===== config.mk =====
export PLATFORM = sky130hd
export DESIGN_NAME = psum_accumulator
export DESIGN_NICKNAME = d
export VERILOG_FILES = /design/src/rtl/psum_accumulator.sv
export SDC_FILE = /design/constraint.sdc
export NUM_CORES = 1
export LEC_CHECK = 0
export ABC_AREA = 0
export CORE_ASPECT_RATIO = 0.9
export CORE_MARGIN = 1.5
export CORE_UTILIZATION = 35
export CTS_CLUSTER_DIAMETER = 150
export DETAILED_ROUTE_END_ITERATION = 8
export GPL_TIMING_DRIVEN = 1
export PLACE_DENSITY_LB_ADDON = 0.1
export SYNTH_ARGS = -nofsm -noshare
export SYNTH_HDL_FRONTEND = slang
export SYNTH_SLANG_ARGS = --single-unit

===== constraint.sdc =====
create_clock -name clk -period 3 [get_ports clk]
set_input_delay 0.3 -clock clk [delete_from_list [all_inputs] [get_ports clk]]
set_output_delay 0.3 -clock clk [all_outputs]
set_load 0.01 [all_outputs]

===== src/rtl/psum_accumulator.sv =====
`default_nettype none
// ============================================================================
// Module   : psum_accumulator
// Purpose  : Accumulates a stream of signed partial sums per group, then
//            shifts, saturates and presents one result per group.
// Revision : 1.0 - initial release
// ============================================================================
module psum_accumulator #(
  parameter int IN_WIDTH  = 33,
  parameter int ACC_WIDTH = 48,
  parameter int OUT_SCALE = 0,
  parameter int OUT_WIDTH = 16,
  parameter int CNT_WIDTH = 16
) (
  input  logic                 clk,
  input  logic                 arst,
  input  logic [IN_WIDTH-1:0]  in_data,
  input  logic                 in_valid,
  input  logic                 in_last,
  output logic                 in_ready,
  output logic [OUT_WIDTH-1:0] out_data,
  output logic                 out_valid,
  input  logic                 out_ready,
  output logic [CNT_WIDTH-1:0] out_count,
  output logic                 out_overflow
);

  // Compare width holds any shifted accumulator value and both clamp limits.
  localparam int C_CMP_W = ((ACC_WIDTH > OUT_WIDTH) ? ACC_WIDTH : OUT_WIDTH) + 1;
  localparam logic signed [C_CMP_W-1:0] C_SAT_MAX =
    {{(C_CMP_W-OUT_WIDTH+1){1'b0}}, {(OUT_WIDTH-1){1'b1}}};
  localparam logic signed [C_CMP_W-1:0] C_SAT_MIN =
    {{(C_CMP_W-OUT_WIDTH+1){1'b1}}, {(OUT_WIDTH-1){1'b0}}};

  typedef enum logic [0:0] {
    ST_ACCUM  = 1'b0,
    ST_OUTPUT = 1'b1
  } state_t;

  state_t                state_q, state_d;
  logic [ACC_WIDTH-1:0]  acc_q, acc_d;
  logic [CNT_WIDTH-1:0]  cnt_q, cnt_d;
  logic                  ovf_q, ovf_d;
  logic [OUT_WIDTH-1:0]  out_data_q, out_data_d;
  logic [CNT_WIDTH-1:0]  out_count_q, out_count_d;
  logic                  out_ovf_q, out_ovf_d;

  logic signed [ACC_WIDTH-1:0] w_ext;
  logic signed [ACC_WIDTH-1:0] w_sum;
  logic signed [ACC_WIDTH-1:0] w_shifted;
  logic signed [C_CMP_W-1:0]   w_wide;
  logic [OUT_WIDTH-1:0]        w_sat;
  logic [CNT_WIDTH-1:0]        w_cnt_next;
  logic                        w_ovf_next;

  always_comb begin
    w_ext      = {{(ACC_WIDTH-IN_WIDTH+1){in_data[IN_WIDTH-1]}}, in_data[IN_WIDTH-2:0]};
    w_sum      = acc_q + w_ext;
    w_cnt_next = cnt_q + {{(CNT_WIDTH-1){1'b0}}, 1'b1};
    // Wrap only when both operands agree in sign and the sum disagrees.
    w_ovf_next = ovf_q | ((acc_q[ACC_WIDTH-1] == w_ext[ACC_WIDTH-1]) &&
                          (w_sum[ACC_WIDTH-1] != acc_q[ACC_WIDTH-1]));
    w_shifted  = w_sum >>> OUT_SCALE;
    w_wide     = {{(C_CMP_W-ACC_WIDTH){w_shifted[ACC_WIDTH-1]}}, w_shifted};
    if (w_wide > C_SAT_MAX) begin
      w_sat = C_SAT_MAX[OUT_WIDTH-1:0];
    end else if (w_wide < C_SAT_MIN) begin
      w_sat = C_SAT_MIN[OUT_WIDTH-1:0];
    end else begin
      w_sat = w_wide[OUT_WIDTH-1:0];
    end
  end

  always_comb begin
    state_d     = state_q;
    acc_d       = acc_q;
    cnt_d       = cnt_q;
    ovf_d       = ovf_q;
    out_data_d  = out_data_q;
    out_count_d = out_count_q;
    out_ovf_d   = out_ovf_q;
    in_ready    = 1'b0;
    out_valid   = 1'b0;
    case (state_q)
      ST_ACCUM: begin
        in_ready = 1'b1;
        if (in_valid) begin
          acc_d = w_sum;
          cnt_d = w_cnt_next;
          ovf_d = w_ovf_next;
          if (in_last) begin
            state_d     = ST_OUTPUT;
            out_data_d  = w_sat;
            out_count_d = w_cnt_next;
            out_ovf_d   = w_ovf_next;
          end
        end
      end
      ST_OUTPUT: begin
        out_valid = 1'b1;
        if (out_ready) begin
          state_d = ST_ACCUM;
          acc_d   = '0;
          cnt_d   = '0;
          ovf_d   = 1'b0;
        end
      end
      default: state_d = ST_ACCUM;
    endcase
  end

  always_ff @(posedge clk or posedge arst) begin
    if (arst) begin
      state_q     <= ST_ACCUM;
      acc_q       <= '0;
      cnt_q       <= '0;
      ovf_q       <= 1'b0;
      out_data_q  <= '0;
      out_count_q <= '0;
      out_ovf_q   <= 1'b0;
    end else begin
      state_q     <= state_d;
      acc_q       <= acc_d;
      cnt_q       <= cnt_d;
      ovf_q       <= ovf_d;
      out_data_q  <= out_data_d;
      out_count_q <= out_count_d;
      out_ovf_q   <= out_ovf_d;
    end
  end

  assign out_data     = out_data_q;
  assign out_count    = out_count_q;
  assign out_overflow = out_ovf_q;

endmodule
`default_nettype wire


==> run_results.csv <==
group,metric,value,unit
critical_path,worst_ep_required_time,3300,ps
detailed_routing,detailedRoute.firstPassIterationCount,4,
floorplan,die_y,139.7,um
power,leakagePower,4.852,nW
synthesis,syn_avg_cell_area,8.386,um^2
global_routing,overflow,0,
synthesis,ys_seq_area_share,34.11,%
floorplan,die_x,154.8,um
timing,grt_setup_unrepaired,"yes",
synthesis,synth_area_leaders,"dfrtp_1 34%, ha_1 8.3%, o21ai_0 7.4%",
finish,multi_input_area,5040,um^2
finish,fin_nets,1245,
detailed_routing,drc_errors,0,
synthesis,syn-instance-count,866,
clock_tree,htreeDepth,3,
critical_path,worstPathMaxFanout,15,
synthesis,yosysTopAreaCell,"dfrtp_1",
power,pwr_density_cell,1100,nW/um^2
power,internal_power,6.756,mW
floorplan,io_pins,73,
timing,fin_skew,10.25,ps
clock_tree,cts.clk_slew.worst_paths,90,ps
critical_path,crit_path_end_kind,"register",
timing,setup_viol,15,
power,clock_power_share,10.9,%
detailed_routing,wl_met3,994,um
finish,nFillCells,1931,
critical_path,cpPeakStageDelay,400,ps
clock_tree,cts_max_path_buffers,2,
synthesis,synth-seq-cells,99,
global_routing,grt_pass1_wl,40000,um
global_routing,grt_max_degree,53,
synthesis,synth_cell_types,72,
finish,final_common_cell,"buf_4",
power,power_frac_comb,71.7,%
run_status,violations,"negative setup slack",
place,placed_cells,1390,
global_routing,grt_usage,23.50,%
power,power.share.switching,43.57,%
synthesis,ys.flop_type,"dfrtp_1",
flow_run,cap_violations,0,
finish,final_cells,1418,
floorplan,fp.dieArea,21620,um^2
detailed_routing,avgViaCountPerCell,5.348,
detailed_routing,vias,7583,
detailed_routing,routed-wl-met2,11160,um
min_path,hold_path_class,"in -> async",
critical_path,cp_slowest_cell,"dfrtp_1",
timing,hold_viol,0,
timing,timing.final.ws_setup,-516.6,ps
floorplan,rows,49,
floorplan,core_area,20170,um^2
power,p_sw,5.216,mW
detailed_routing,finalWirelength,24780,um
power,vdd_ir_drop_max,0.0004060,V
timing,period_share,117.2,%
global_routing,antenna_found_initial,0,
timing,maxSlewViolCount,0,
timing,tns,-7443,ps
finish,area_growth,49.90,%
finish,n_antenna_cell,0,
clock_tree,clock_latency,380,ps
place,place_area,10060,um^2
detailed_routing,drt_iter0_drc,467,
detailed_routing,ant_nets,0,
critical_path,path_delay_family,"compound AO/OA/AOI/OAI gates",
finish,register_area,2477,um^2
clock_tree,cts_tree,"done",
synthesis,synthesis.nets,953,
critical_path,crit_type,"reg -> reg",
global_routing,grt_pass1_vias,7470,
synthesis,ys_warn_count,0,
finish,mostFrequentLayoutCells,"247 x buf_4, 103 x nand2_1, 99 x dfrtp_1",
critical_path,crit_arrival,3820,ps
synthesis,synthArstFlopShare,100.0,%
timing,slew_headroom,53.67,%
power,pwr-share-seq,17.4,%
critical_path,startpoint_type,"register",
critical_path,cp_num_buf_inv,1,
synthesis,synth-edff-count,0,
synthesis,netlist_area,7262,um^2
timing,period_minus_slack,3517,ps
finish,drive_gt1_share,31.56,%
finish,postLayoutCoreUtil,53.97,%
floorplan,start_util,36.00,%
timing,max_freq,0.2844,GHz
detailed_routing,wl_per_cell,17.47,um
clock_tree,root_buffer,"clkbuf_16",
place,gp_congestion,0.8920,
detailed_routing,topRoutingLayerUsed,"met4",
power,finalPower,11.97,mW
clock_tree,cts.sinks,99,
detailed_routing,wl_met1,12350,um
place,place_hpwl,18710,um
place,port_buffers,72,
run_status,outcome,"complete, but fails checks",
clock_tree,cts_buffers,9,
critical_path,crit_chain,"ha_2 -> fa_2 -> a211oi_4 -> o211ai_1 -> a21oi_2 -> o21bai_4 -> a31oi_2 -> xor2_2 -> nor3_2 -> nand4_1 -> nor4_4 -> a41oi_2 -> buf_12 -> o22ai_1",
synthesis,synth.top_cell.area_share,34.11,%
timing,worst_slew_pin_slew,694.9,ps
finish,stdcell_area,10890,um^2
## area by class of cell
| cell class | instances | share of cell area, % |
|---|---|---|
| Inverter | 14 | 0.5057 |
| Timing Repair Buffer | 325 | 24.51 |
| Tap cell | 255 | 2.931 |
| Clock inverter | 7 | 0.9310 |
| Sequential cell | 99 | 22.76 |
| Multi-Input combinational cell | 709 | 46.30 |
| Clock buffer | 9 | 2.069 |
## synth_stat cells, types with 3 or more instances
cell      count
o21ai_1       9
o21bai_1      6
and3_1       15
a22o_1       35
nand2_1     105
inv_1        14
o211ai_1      7
ha_1         48
or2_2         4
o31ai_1       3
and2_1        4
nor3_1       18
xnor2_1      31
or3_1         5
nor4_1       11
a31oi_1       4
a21boi_0      3
xor2_1       17
or2_1         3
mux2i_1       3
o21ai_0     107
clkbuf_1     28
o22ai_2      10
dfrtp_1      99
buf_2        12
nor2_1       74
a21oi_1      65
nand3_1      18
a21o_1       15
nand4_1      23
o21a_1        5
o22ai_1       5
a211oi_1      8
## worst paths after layout
kind,to,startpoint,cells past startpoint,slack (ps)
max,out_data[0],acc_q[0],14,-520
min,out_data[2],arst,2,320
max reg2reg,out_data[0],acc_q[0],14,-520
min reg2reg,out_count[7],out_count[7],2,480
max in group asynchronous,acc_q[31],arst,3,1890
min in group clk,out_count[7],out_count[7],2,480
## metal layers
metal / GRT usage [%] / up-vias
met5: 0 / -
met2: 37.36 / 138
met1: 33.83 / 3630
met3: 3.799 / 25
li1: - / 3790
met4: 4.352 / 0
## state kept, by name (all words and copies together), names as in the netlist
name          cells
out_overflow      1
ovf_q             1
state_q           1
out_count        16
acc_q            48
out_data         16
cnt_q            16
## power by group through the flow
stage	clock (mW)	sequential [mW]	combinational (mW)
after floorplan	0	2.04	3.98
after global placement	0	2.07	7.88
after detailed placement	0	2.07	7.88
after CTS	1.33	2.06	8.18
after global routing	1.39	2.14	9.29
final	1.31	2.08	8.58
## metrics by stage
step | hold slack, ps | worst slack [ps]
2_1_floorplan | 396.4 | -73.82
3_3_place_gp | 467.8 | -992.3
3_5_place_dp | 466.1 | -1059
4_1_cts | 335.1 | -466.4
5_1_grt | 365.7 | -656.8
6_report | 316.3 | -516.6
## logic make-up after synthesis
family / after synthesis / synth area share [%]
AND/OR/NAND/NOR: 294 / 19.00
adder cells (fa/ha/maj): 49 / 8.546
buffers and inverters: 58 / 3.480
AO/OA/AOI/OAI: 315 / 28.65
flip-flops: 99 / 34.11
XOR/XNOR: 48 / 5.789
multiplexers: 3 / 0.4135
## timing repair
item / CTS / global route
setup buffers: 6 / 6
hold buffers: 0 / 0
pin swaps: 13 / 24
resized for setup: 37 / 39
endpoints found under the setup margin: 18 / 22
Note: power is estimated with default switching activity, not from simulation.
